<file path="src/rtl/font_writer.sv">
// Byte-stream writer for the 2^(CHAR_BITS+3) x 8 font RAM: decodes {char, 8 rows} glyphs and bulk clears.
// Optional build macro FONT_WRITER_CHECKSUM_EN adds an XOR checksum of glyph row writes.
module font_writer #(
    parameter int         CHAR_BITS = 8,
    parameter logic [7:0] FILL_BYTE = 8'h00
) (
    input  logic                 i_px_clk,
    input  logic                 i_rstn,
    input  logic [7:0]           i_in_data,
    input  logic                 i_in_valid,
    output logic                 o_in_ready,
    input  logic                 i_clear,
    output logic [CHAR_BITS+2:0] o_ram_addr,
    output logic [7:0]           o_ram_din,
    output logic                 o_ram_we,
    output logic                 o_busy,
    output logic                 o_glyph_done,
    output logic                 o_clear_done
`ifdef FONT_WRITER_CHECKSUM_EN
    ,
    output logic [7:0]           o_checksum
`endif
);

    localparam int ADDR_W = CHAR_BITS + 3;

    typedef enum logic [1:0] {
        GET_CHAR,
        GET_ROWS,
        CLEAR
    } state_t;

    state_t                r_state;
    state_t                w_nextState;
    logic [CHAR_BITS-1:0]  r_charCode;
    logic [CHAR_BITS-1:0]  w_charCode;
    logic [2:0]            r_rowCnt;
    logic [2:0]            w_rowCnt;
    logic [ADDR_W-1:0]     r_ramAddr;
    logic [ADDR_W-1:0]     w_ramAddr;
    logic [7:0]            r_ramDin;
    logic [7:0]            w_ramDin;
    logic                  r_ramWe;
    logic                  w_ramWe;
    logic                  r_glyphDone;
    logic                  w_glyphDone;
    logic                  r_clearDone;
    logic                  w_clearDone;
    logic                  w_clearStart;
    logic                  w_accept;
    logic [ADDR_W-1:0]     w_clrNextAddr;

    assign o_in_ready    = (r_state != CLEAR);
    assign w_accept      = i_in_valid && o_in_ready;
    assign w_clrNextAddr = r_ramAddr + ADDR_W'(1);

    assign o_ram_addr   = r_ramAddr;
    assign o_ram_din    = r_ramDin;
    assign o_ram_we     = r_ramWe;
    assign o_busy       = (r_state == CLEAR);
    assign o_glyph_done = r_glyphDone;
    assign o_clear_done = r_clearDone;

    always_ff @(posedge i_px_clk) begin
        if (!i_rstn) begin
            r_state     <= GET_CHAR;
            r_charCode  <= '0;
            r_rowCnt    <= '0;
            r_ramAddr   <= '0;
            r_ramDin    <= '0;
            r_ramWe     <= 1'b0;
            r_glyphDone <= 1'b0;
            r_clearDone <= 1'b0;
        end else begin
            r_state     <= w_nextState;
            r_charCode  <= w_charCode;
            r_rowCnt    <= w_rowCnt;
            r_ramAddr   <= w_ramAddr;
            r_ramDin    <= w_ramDin;
            r_ramWe     <= w_ramWe;
            r_glyphDone <= w_glyphDone;
            r_clearDone <= w_clearDone;
        end
    end

    // Clear writes address 0 on the sampling edge; the cycle after clear_done leaves CLEAR without a write.
    always_comb begin
        w_nextState  = r_state;
        w_charCode   = r_charCode;
        w_rowCnt     = r_rowCnt;
        w_ramAddr    = r_ramAddr;
        w_ramDin     = r_ramDin;
        w_ramWe      = 1'b0;
        w_glyphDone  = 1'b0;
        w_clearDone  = 1'b0;
        w_clearStart = 1'b0;

        if (i_clear) begin
            w_clearStart = 1'b1;
            w_nextState  = CLEAR;
            w_ramWe      = 1'b1;
            w_ramAddr    = '0;
            w_ramDin     = FILL_BYTE;
        end else begin
            case (r_state)
                GET_CHAR: begin
                    if (w_accept) begin
                        w_charCode  = CHAR_BITS'(i_in_data);
                        w_rowCnt    = 3'd0;
                        w_nextState = GET_ROWS;
                    end
                end
                GET_ROWS: begin
                    if (w_accept) begin
                        w_ramWe   = 1'b1;
                        w_ramAddr = {r_charCode, r_rowCnt};
                        w_ramDin  = i_in_data;
                        w_rowCnt  = r_rowCnt + 3'd1;
                        if (r_rowCnt == 3'd7) begin
                            w_glyphDone = 1'b1;
                            w_nextState = GET_CHAR;
                        end
                    end
                end
                CLEAR: begin
                    if (r_clearDone) begin
                        w_nextState = GET_CHAR;
                    end else begin
                        w_ramWe     = 1'b1;
                        w_ramAddr   = w_clrNextAddr;
                        w_ramDin    = FILL_BYTE;
                        w_clearDone = (w_clrNextAddr == {ADDR_W{1'b1}});
                    end
                end
                default: begin
                    w_nextState = GET_CHAR;
                end
            endcase
        end
    end

`ifdef FONT_WRITER_CHECKSUM_EN
    logic [7:0] r_checksum;

    assign o_checksum = r_checksum;

    // Any write seen outside CLEAR is a glyph row write.
    always_ff @(posedge i_px_clk) begin
        if (!i_rstn || w_clearStart) begin
            r_checksum <= 8'h00;
        end else if (r_ramWe && (r_state != CLEAR)) begin
            r_checksum <= r_checksum ^ r_ramDin;
        end
    end
`endif

endmodule

</file>
<file path="config.mk">
export PLATFORM = sky130hd
export DESIGN_NAME = font_writer
export DESIGN_NICKNAME = d
export VERILOG_FILES = /design/src/rtl/font_writer.sv
export SDC_FILE = /design/constraint.sdc
export NUM_CORES = 1
export LEC_CHECK = 0
export BUFFER_PORTS_ARGS = -buffer_cell sky130_fd_sc_hd__buf_2
export CAP_MARGIN = 20
export CORE_MARGIN = 1
export CORE_UTILIZATION = 57
export DETAILED_ROUTE_END_ITERATION = 6
export GPL_TIMING_DRIVEN = 0
export PLACE_DENSITY = 0.92
export SYNTH_ARGS = -nofsm -noshare
export SYNTH_HDL_FRONTEND = slang
export SYNTH_SLANG_ARGS = --single-unit
</file>
<file path="constraint.sdc">
create_clock -name i_px_clk -period 3.2 [get_ports i_px_clk]
set_clock_uncertainty 0.2 [all_clocks]
set_input_delay 0.64 -clock i_px_clk [delete_from_list [all_inputs] [get_ports i_px_clk]]
set_output_delay 0.64 -clock i_px_clk [all_outputs]
set_load 0.05 [all_outputs]
</file>
==> results of run 1 <==
[cells in the mapped netlist (4+ instances only)]
| master | n |
|---|---|
| nand2_1 | 42 |
| dfxtp_1 | 35 |
| a21oi_1 | 21 |
| nand3_1 | 14 |
| buf_2 | 9 |
| a21boi_0 | 8 |
| ha_1 | 7 |
| inv_1 | 6 |
| nor2b_1 | 6 |
| o21ai_0 | 6 |
| nand4_1 | 5 |
| a211oi_1 | 4 |
| clkbuf_1 | 4 |
| nand3b_1 | 4 |
| nor2_1 | 4 |
[power groups by stage]
| stage | Combinational (mW) | Clock [mW] | Sequential (mW) |
|---|---|---|---|
| floorplan | 0.0948 | 0 | 0.494 |
| global placement | 0.161 | 0 | 0.469 |
| detailed placement | 0.164 | 0 | 0.470 |
| CTS | 0.165 | 0.249 | 0.460 |
| global route | 0.182 | 0.269 | 0.462 |
| finish | 0.168 | 0.249 | 0.460 |
[worst min-delay path, stage by stage (launching register included)]
cell and delay (ns):
dfxtp_1 0.33, nand2_1 0.05, a21oi_1 0.05
[sequential cells by signal, summed over array words and instances, names as in the netlist]
signal	cells
o_ram_we	1
r_state	2
o_ram_addr	11
r_rowCnt	3
o_ram_din	8
r_charCode	8
o_clear_done	1
o_glyph_done	1
[metal layers]
metal  vias up  wire length [µm]  track usage (%)
met5         -                 0                0
met4         0                72             12.2
met3         9               357             9.38
met2        86              2100             46.6
met1       845              2050             39.3
li1        878                 -                -
[per-stage QoR]
step                setup WS [ns]  hold WS [ns]  instance area, µm²
finish                      0.168         0.262                2080
global route               0.0646         0.291                2080
CTS                         0.208         0.263                2080
detailed placement          0.615         0.242                2020
global placement            0.645         0.239                2020
floorplan                   0.774         0.240                1790
[how the worst min path moves through the flow]
stage | startpoint | endpoint | slack, ns | cells past startpoint
floorplan | r_charCode[0]$_SDFFE_PN0P_ | r_charCode[0]$_SDFFE_PN0P_ | 0.24 | 2
global placement | o_ram_din[1]$_SDFFE_PP0P_ | o_ram_din[1]$_SDFFE_PP0P_ | 0.24 | 2
detailed placement | o_ram_din[5]$_SDFFE_PP0P_ | o_ram_din[5]$_SDFFE_PP0P_ | 0.24 | 2
CTS | o_ram_din[5]$_SDFFE_PP0P_ | o_ram_din[5]$_SDFFE_PP0P_ | 0.26 | 2
global route | o_ram_din[0]$_SDFFE_PP0P_ | o_ram_din[0]$_SDFFE_PP0P_ | 0.29 | 2
finish | o_ram_din[3]$_SDFFE_PP0P_ | o_ram_din[3]$_SDFFE_PP0P_ | 0.26 | 2
[kinds of logic (layout without fill, tap and decap cells)]
group | Yosys count | after routing | share of synthesized area [%]
compound gates | 62 | 62 | 23.1
xor+xnor | 2 | 2 | 0.978
flops | 35 | 35 | 39.1
simple gates | 89 | 89 | 24.5
fa+ha+maj | 7 | 7 | 4.89
buf+inv | 25 | 68 | 6.21
mux | 2 | 2 | 1.19
[final cells by class]
| cell class | instances | share of cell area (%) |
|---|---|---|
| repair buffers | 35 | 8.43 |
| clock buffers | 5 | 1.81 |
| multi-input cells | 162 | 47.2 |
| flip-flops and latches | 35 | 33.7 |
| plain buffers | 18 | 4.10 |
| well taps | 42 | 2.53 |
| clock inverters | 3 | 0.964 |
| inverters | 7 | 1.27 |
==> flow_summary.json, run 1 <==
{
  "synth.distinct_cells": 46,
  "worstPathCellList": "inv_1 -> ha_1 -> inv_2 -> clkbuf_1 -> buf_2 -> buf_2",
  "worst_slew_pin_slew_ns": 0.528,
  "p_int_mw": 0.582,
  "row_count": 19,
  "antenna_found_initial": 0,
  "postLayoutCoreUtil_pct": 72.2,
  "cp.arrival_ns": 2.19,
  "hold_class": "flip-flop to flip-flop",
  "start_kind": "flip-flop",
  "clk_pin_slew_ns": 0.12,
  "p_clk_share_pct": 28.4,
  "syn2layout_area_growth_pct": 15.9,
  "port-buffer-count": 35,
  "ir_drop_v": 0.000325,
  "diodes": 0,
  "synth_cells": 222,
  "fin_cells": 307,
  "holdBufCountCts": 0,
  "nNetsFinal": 283,
  "grt_max_degree": 13,
  "num_vias": 1818,
  "ys_seq_area_share_pct": 39.1,
  "die_area_um2": 3370,
  "place_congestion": 0.903,
  "syn_avg_cell_area_um2": 8.07,
  "rsz0062_at_grt": "no",
  "end_kind": "output port",
  "max_clock_freq_mhz": 330,
  "final_cell_mix": "buf_2 (44), nand2_1 (42), dfxtp_1 (35)",
  "cts_buffers": 5,
  "cpLargestDelayFamily": "buffers and inverters",
  "synth_edf_count": 0,
  "ios": 36,
  "crit_type": "flip-flop to output port",
  "crit_start": "r_state[0]$_SDFFE_PP0P_",
  "slew-limit-headroom_pct": 64.8,
  "firstDrtPassIters": 6,
  "slew_violations": 0,
  "async_flop_share_pct": 0,
  "violations": "DRC",
  "drc_errors": 1,
  "drt-initial-drc-count": 106,
  "netSwitchingFraction_pct": 33.6,
  "hold_viol_final": 0,
  "setup_tns_ns": 0,
  "finalPower_mw": 0.877,
  "slowest_delay_ns": 0.40,
  "crit_top_cell": "buf_2",
  "endpoint": "o_in_ready",
  "dp.cells": 299,
  "rr_worst_depth": 7,
  "p_per_area_nw_per_um2": 422,
  "cp.depth": 6,
  "core_area_um2": 2880,
  "ys_top_cells_by_area": "dfxtp_1 (39%), nand2_1 (8.8%), a21oi_1 (5.9%), ha_1 (4.9%), nand3_1 (3.9%)",
  "yosysWarningCount": 0,
  "wire_per_inst_um": 14.9,
  "grt_overflow": 0,
  "start_util_pct": 62.3,
  "cp_num_buf_inv": 5,
  "combPwrFrac_pct": 19.1,
  "max_cap_violations": 0,
  "syn-num-nets": 241,
  "sequentialPowerShare_pct": 52.5,
  "synth-main-ff-cell": "dfxtp_1",
  "die_w_um": 58.1,
  "crit_fanout": 10,
  "layout-drive-gt1-share_pct": 22.6,
  "cts_setup_buffers": 0,
  "p_sw_mw": 0.294,
  "syn-cell-area_um2": 1790,
  "cts_tree": "built",
  "fillers": 236,
  "clock_path_buffers": 2,
  "leakage_nw": 0.831,
  "vias_per_cell": 5.92,
  "final-seq-area_um2": 701,
  "grt_pass1_vias": 1680,
  "ant_nets": 0,
  "grt_pass1_wl_um": 7680,
  "r2r_end": "r_rowCnt[1]$_SDFFE_PN0P_",
  "outcome": "complete, but fails checks",
  "post-route-period-util_pct": 94.7,
  "final_common_cell": "buf_2",
  "multi_input_area_um2": 980,
  "r2r-start": "r_state[0]$_SDFFE_PP0P_",
  "post_cts_resize_count": 0,
  "htree_levels": 2,
  "critPathSlowestCell": "dfxtp_1",
  "cts.sinks": 35,
  "die_h_um": 58.1,
  "r2r_slack_ns": 1.07,
  "track_usage_pct": 30.2,
  "dp.final_hpwl_um": 3250,
  "synth_seq_cells": 35,
  "synth_top_cell_by_area": "dfxtp_1",
  "critPathRequiredTime_ns": 2.36,
  "setup_viol": 0,
  "clk_latency_ns": 0.36,
  "post-route-min-period_ns": 3.03,
  "cts_root_buf": "clkbuf_4",
  "routed_wl_um": 4580,
  "synth_top_area_share_pct": 39.1
}
Power figures use the tool's default switching activity.
==> run 2: changes to the inputs <==
--- a/config.mk
+++ b/config.mk
@@ -5,6 +5,7 @@
 export SDC_FILE = /design/constraint.sdc
 export NUM_CORES = 1
 export LEC_CHECK = 0
+export ABC_AREA = 1
 export BUFFER_PORTS_ARGS = -buffer_cell sky130_fd_sc_hd__buf_2
 export CAP_MARGIN = 20
 export CORE_MARGIN = 1
@@ -12,6 +13,7 @@
 export DETAILED_ROUTE_END_ITERATION = 6
 export GPL_TIMING_DRIVEN = 0
 export PLACE_DENSITY = 0.92
+export RECOVER_POWER = 25
 export SYNTH_ARGS = -nofsm -noshare
 export SYNTH_HDL_FRONTEND = slang
 export SYNTH_SLANG_ARGS = --single-unit
==> flow_summary.json, run 2 <==
{
  "outcome": "finished, final reports clean",
  "place_area_um2": 2110,
  "crit_fanout": 10,
  "crit_top_cell": "buf_2",
  "min_to": "r_charCode[1]$_SDFFE_PN0P_",
  "worstPathCellList": "inv_1 -> ha_1 -> buf_6 -> inv_8 -> buf_2 -> buf_2",
  "worst_slew_pin_slew_ns": 0.600,
  "core_area_um2": 3100,
  "grt_max_degree": 13,
  "slowest_delay_ns": 0.38,
  "yosysWarningCount": 0,
  "firstDrtPassIters": 4,
  "post_cts_resize_count": 0,
  "critPathRequiredTime_ns": 2.36,
  "die_w_um": 59.5,
  "hold_slack_ns": 0.270,
  "yosysMostFrequentCell": "nand2_1",
  "leakage_nw": 0.891,
  "clk_pin_slew_ns": 0.11,
  "synth_seq_cells": 35,
  "dp.final_hpwl_um": 2980,
  "grt_overflow": 0,
  "vias_per_cell": 5.15,
  "slew_violations": 0,
  "antenna_found_initial": 0,
  "slew-limit-headroom_pct": 60.2,
  "die_h_um": 59.5,
  "ys_seq_area_share_pct": 37.2,
  "cp_num_buf_inv": 5,
  "post-route-period-util_pct": 84.1,
  "drc_errors": 0,
  "end_kind": "output port",
  "post-route-min-period_ns": 2.69,
  "synth.distinct_cells": 29,
  "syn-num-nets": 269,
  "p_per_area_nw_per_um2": 465,
  "holdBufCountCts": 0,
  "hold_depth": 2,
  "synth_common_cells": "nand2_1 (41), dfxtp_1 (35), nor2_1 (34), inv_1 (21)",
  "hold_viol_final": 0,
  "largest_reg_flops": 11,
  "synth_top_area_share_pct": 37.2,
  "hold_class": "flip-flop to flip-flop",
  "synth-main-ff-cell": "dfxtp_1",
  "cpLargestDelayFamily": "buffers and inverters",
  "layout-drive-gt1-share_pct": 23.9,
  "r2r_slack_ns": 1.09,
  "row_count": 20,
  "track_usage_pct": 24.9,
  "cts_setup_buffers": 0,
  "crit_type": "flip-flop to output port",
  "cts_buffers": 5,
  "setup_viol": 0,
  "synth_edf_count": 0,
  "setup_tns_ns": 0,
  "routed_wl_um": 3850,
  "grt_pass1_vias": 1497,
  "nNetsFinal": 311,
  "critPathSlowestCell": "dfxtp_1",
  "cts_root_buf": "clkbuf_4",
  "cts_tree": "built",
  "clock_path_buffers": 2,
  "start_util_pct": 60.6,
  "r2r-start": "r_state[0]$_SDFFE_PP0P_",
  "clk_latency_ns": 0.35,
  "synth_top_cell_by_area": "dfxtp_1",
  "async_flop_share_pct": 0,
  "syn2layout_area_growth_pct": 15.4,
  "cts.sinks": 35,
  "place_congestion": 0.883,
  "r2r_end": "r_rowCnt[2]$_SDFFE_PN0P_",
  "fin_area_um2": 2170,
  "ys_top_cells_by_area": "dfxtp_1 (37%), nand2_1 (8.2%), a21oi_2 (7.0%), nor2_1 (6.8%), ha_1 (4.7%)",
  "port-buffer-count": 35,
  "htree_levels": 2,
  "drt-initial-drc-count": 126,
  "final_common_cell": "nand2_1",
  "syn-cell-area_um2": 1880,
  "num_vias": 1735,
  "wire_per_inst_um": 11.4,
  "ant_nets": 0,
  "start_kind": "flip-flop",
  "cp.arrival_ns": 1.85,
  "die_area_um2": 3530,
  "max_cap_violations": 0,
  "ir_drop_v": 0.000378,
  "finalPower_mw": 1.01,
  "synth_cells": 250,
  "grt_pass1_wl_um": 6470,
  "max_clock_freq_mhz": 372,
  "rsz0062_at_grt": "no",
  "diodes": 0,
  "ios": 36,
  "rr_worst_depth": 11,
  "final_cell_mix": "nand2_1 (42), dfxtp_1 (35), nor2_1 (34)",
  "min-delay-start": "r_charCode[1]$_SDFFE_PN0P_",
  "syn_avg_cell_area_um2": 7.53
}
-- run 2: cell count changes in the layout (fill, tap and decap cells not counted), sizes merged, moves of 5 or more --
cell / before / now
a21oi: 21 / 31
nor2: 4 / 40
nor2b: 6 / 0
buf: 47 / 33
inv: 7 / 26
o21ai: 7 / 34
nand4: 5 / 0
clkbuf: 11 / 17
a21boi: 8 / 0
-- run 2: worst min-delay path: stages, from the launching register on --
cell and delay (ns):
dfxtp_1 0.31, inv_1 0.07, a21oi_1 0.06
-- run 2: worst max-delay path by stage --
stage,to,start,cells after the start,slack [ns]
final,o_in_ready,r_state[0]$_SDFFE_PP0P_,6,0.51
after global routing,o_in_ready,r_state[0]$_SDFFE_PP0P_,6,0.40
after CTS,o_in_ready,r_state[0]$_SDFFE_PP0P_,6,0.47
after detailed placement,o_in_ready,r_state[0]$_SDFFE_PP0P_,6,0.88
after global placement,o_in_ready,r_state[0]$_SDFFE_PP0P_,6,0.92
after floorplan,o_in_ready,r_state[0]$_SDFFE_PP0P_,5,0.89
-- run 2: cell type report --
type / count / area, µm²
Timing Repair Buffer: 35 / 163
Sequential cell: 35 / 701
Tap cell: 44 / 55.1
Multi-Input combinational cell: 180 / 977
Buffer: 9 / 75.1
Clock inverter: 2 / 38.8
Fill cell: 288 / 931
Clock buffer: 6 / 51.3
Inverter: 26 / 111
-- run 2: logic make-up (layout without fill, tap and decap cells) --
group           Yosys count  after routing  share of synthesized area, %
simple gates            104            104                          26.3
xor+xnor                  1              1                         0.466
flops                    35             35                          37.2
buf+inv                  35             78                          9.97
compound gates           68             68                          21.3
fa+ha+maj                 7              7                          4.65
-- run 2: routing by layer --
metal / routed length, µm / vias up / share of wire [%] / GRT usage [%]
met5: 0 / - / 0 / 0
met4: 55 / 0 / 1.4 / 8.50
met3: 284 / 7 / 7.4 / 6.77
met2: 1680 / 72 / 44 / 39.0
met1: 1830 / 753 / 48 / 33.0
li1: - / 903 / - / -
-- run 2: report_power, final --
| group | leakage (nW) | internal (mW) | total (mW) | switching, mW |
|---|---|---|---|---|
| clock | 0.0489 | 0.189 | 0.342 | 0.154 |
| combinational | 0.557 | 0.0594 | 0.198 | 0.139 |
| sequential | 0.285 | 0.455 | 0.471 | 0.0154 |
| total | 0.891 | 0.703 | 1.01 | 0.308 |
-- run 2: per-stage QoR --
step	util [%]	setup slack [ns]	instances
after detailed placement	68.1	0.878	329
after floorplan	-	0.885	250
after CTS	71.0	0.468	337
final	70.0	0.509	337
after global routing	70.0	0.397	337
after global placement	68.1	0.916	329
==> run 3: changes to the inputs <==
--- a/config.mk
+++ b/config.mk
@@ -9,10 +9,10 @@
 export BUFFER_PORTS_ARGS = -buffer_cell sky130_fd_sc_hd__buf_2
 export CAP_MARGIN = 20
 export CORE_MARGIN = 1
-export CORE_UTILIZATION = 57
+export CORE_UTILIZATION = 49
 export DETAILED_ROUTE_END_ITERATION = 6
 export GPL_TIMING_DRIVEN = 0
-export PLACE_DENSITY = 0.92
+export PLACE_DENSITY = 0.85
 export RECOVER_POWER = 25
 export SYNTH_ARGS = -nofsm -noshare
 export SYNTH_HDL_FRONTEND = slang
==> constraint.sdc (replaced) <==
create_clock -name i_px_clk -period 2.2 [get_ports i_px_clk]
set_clock_uncertainty 0.2 [all_clocks]
set_input_delay 0.44 -clock i_px_clk [delete_from_list [all_inputs] [get_ports i_px_clk]]
set_output_delay 0.44 -clock i_px_clk [all_outputs]
set_load 0.05 [all_outputs]
==> flow_summary.json, run 3 (same netlist as run 2, synthesis figures left out) <==
{
  "place_congestion": 0.927,
  "grt_pass1_wl_um": 6870,
  "ios": 36,
  "critPathSlowestCell": "dfxtp_1",
  "clk_pin_slew_ns": 0.07,
  "cts.sinks": 35,
  "dp_slack_ns": 0.0916,
  "nNetsFinal": 310,
  "hold_depth": 3,
  "post-route-min-period_ns": 2.10,
  "rsz0062_at_grt": "no",
  "r2r_slack_ns": 0.27,
  "routed_wl_um": 4010,
  "num_vias": 1719,
  "die_area_um2": 4090,
  "crit_start": "r_state[0]$_SDFFE_PP0P_",
  "end_kind": "output port",
  "leakage_nw": 0.878,
  "clock_path_buffers": 2,
  "largest_reg_flops": 11,
  "fin_cells": 339,
  "cts_root_buf": "clkbuf_8",
  "r2r_end": "o_ram_din[1]$_SDFFE_PP0P_",
  "grt_overflow": 0,
  "die_h_um": 64.0,
  "p_per_area_nw_per_um2": 663,
  "wire_per_inst_um": 11.8,
  "drc_errors": 0,
  "final_common_cell": "nand2_1",
  "holdBufCountCts": 0,
  "crit_fanout": 17,
  "hold_slack_ns": 0.194,
  "hold_class": "input pin to flip-flop",
  "cts_buffers": 5,
  "grt_max_degree": 18,
  "start_util_pct": 51.4,
  "min-delay-start": "i_in_data[5]",
  "layout-drive-gt1-share_pct": 22.3,
  "cts_setup_buffers": 0,
  "max_cap_violations": 0,
  "final.setup.worst_slack_ns": 0.102,
  "min_to": "o_ram_din[5]$_SDFFE_PP0P_",
  "slew-limit-headroom_pct": 59.8,
  "slowest_delay_ns": 0.36,
  "row_count": 22,
  "setup_tns_ns": 0,
  "cp.arrival_ns": 1.46,
  "postLayoutCoreUtil_pct": 59.7,
  "post_cts_resize_count": 1,
  "cpLargestDelayFamily": "buffers and inverters",
  "vias_per_cell": 5.07,
  "die_w_um": 64.0,
  "dp.cells": 333,
  "max_clock_freq_mhz": 477,
  "outcome": "finished, final reports clean",
  "antenna_found_initial": 0,
  "track_usage_pct": 21.7,
  "firstDrtPassIters": 4,
  "syn2layout_area_growth_pct": 16.1,
  "rr_worst_depth": 12,
  "diodes": 0,
  "cp_num_buf_inv": 4,
  "worst_slew_pin_slew_ns": 0.606,
  "port-buffer-count": 35,
  "cts_tree": "built",
  "start_kind": "flip-flop",
  "grt_pass1_vias": 1602,
  "dp.final_hpwl_um": 3060,
  "fillers": 338,
  "final_cell_mix": "nand2_1 (41), dfxtp_1 (35), nor2_1 (34)",
  "worstPathCellList": "inv_1 -> ha_1 -> buf_6 -> inv_8 -> buf_4",
  "core_area_um2": 3660,
  "setup_viol": 0,
  "clk_latency_ns": 0.29,
  "post-route-period-util_pct": 95.4,
  "slew_violations": 0,
  "hold_viol_final": 0,
  "crit_type": "flip-flop to output port",
  "htree_levels": 2,
  "ir_drop_v": 0.000455,
  "critPathRequiredTime_ns": 1.56,
  "ant_nets": 0,
  "drt-initial-drc-count": 81,
  "r2r-start": "r_state[0]$_SDFFE_PP0P_"
}
## run 3: changes by cell type in the layout (fill, tap and decap cells not counted)
cell        change
buf_2           -6
buf_4           +1
bufinv_16       -1
clkbuf_1        +4
clkbuf_4        -5
clkbuf_8        +5
clkinv_2        +1
clkinvlp_2      -1
inv_4           +1
inv_6           -1
nand2_1         -1
nand2_8         +1
## run 3: where the power goes
group	internal (mW)	switching (mW)
Combinational	0.0878	0.206
Sequential	0.662	0.0230
Clock	0.245	0.224
Total	0.995	0.453
## run 3: worst max-delay path by stage
stage | endpoint | slack [ns] | cells after the start
6_report | o_in_ready | 0.10 | 5
5_1_grt | o_in_ready | 0.03 | 5
4_1_cts | o_in_ready | 0.09 | 5
3_5_place_dp | o_in_ready | 0.09 | 6
3_3_place_gp | o_in_ready | 0.12 | 6
2_1_floorplan | o_in_ready | 0.09 | 5
## run 3: area by class of cell
cell class,count,area (µm²),area share (%)
Buffer,8,70.1,3.21
Clock buffer,6,82.6,3.78
Clock inverter,1,5.00,0.229
Inverter,26,113,5.15
Multi-Input combinational cell,180,993,45.5
Sequential cell,35,701,32.1
Tap cell,48,60.1,2.75
Timing Repair Buffer,35,160,7.33
## run 3: metrics by stage
stage	cell area (µm²)	power (mW)
floorplan	1880	0.927
global placement	2120	0.988
detailed placement	2120	0.994
CTS	2200	1.46
global route	2180	1.51
finish	2180	1.45
## run 3: metal layers
| metal | up-vias | wire, µm | GRT usage, % |
|---|---|---|---|
| met4 | 0 | 68 | 7.67 |
| met5 | - | 0 | 0 |
| met1 | 762 | 1910 | 25.9 |
| li1 | 900 | - | - |
| met2 | 49 | 1830 | 36.7 |
| met3 | 8 | 198 | 6.43 |
## run 3: worst reg2reg max path: stages (launching register included)
cell     delay [ns]
dfxtp_1        0.36
inv_1          0.07
ha_1           0.22
buf_6          0.15
inv_8          0.14
nand2_8        0.07
inv_4          0.10
nand2_8        0.07
nand2_8        0.09
inv_6          0.05
buf_8          0.14
a21oi_2        0.12
nor2_1         0.05
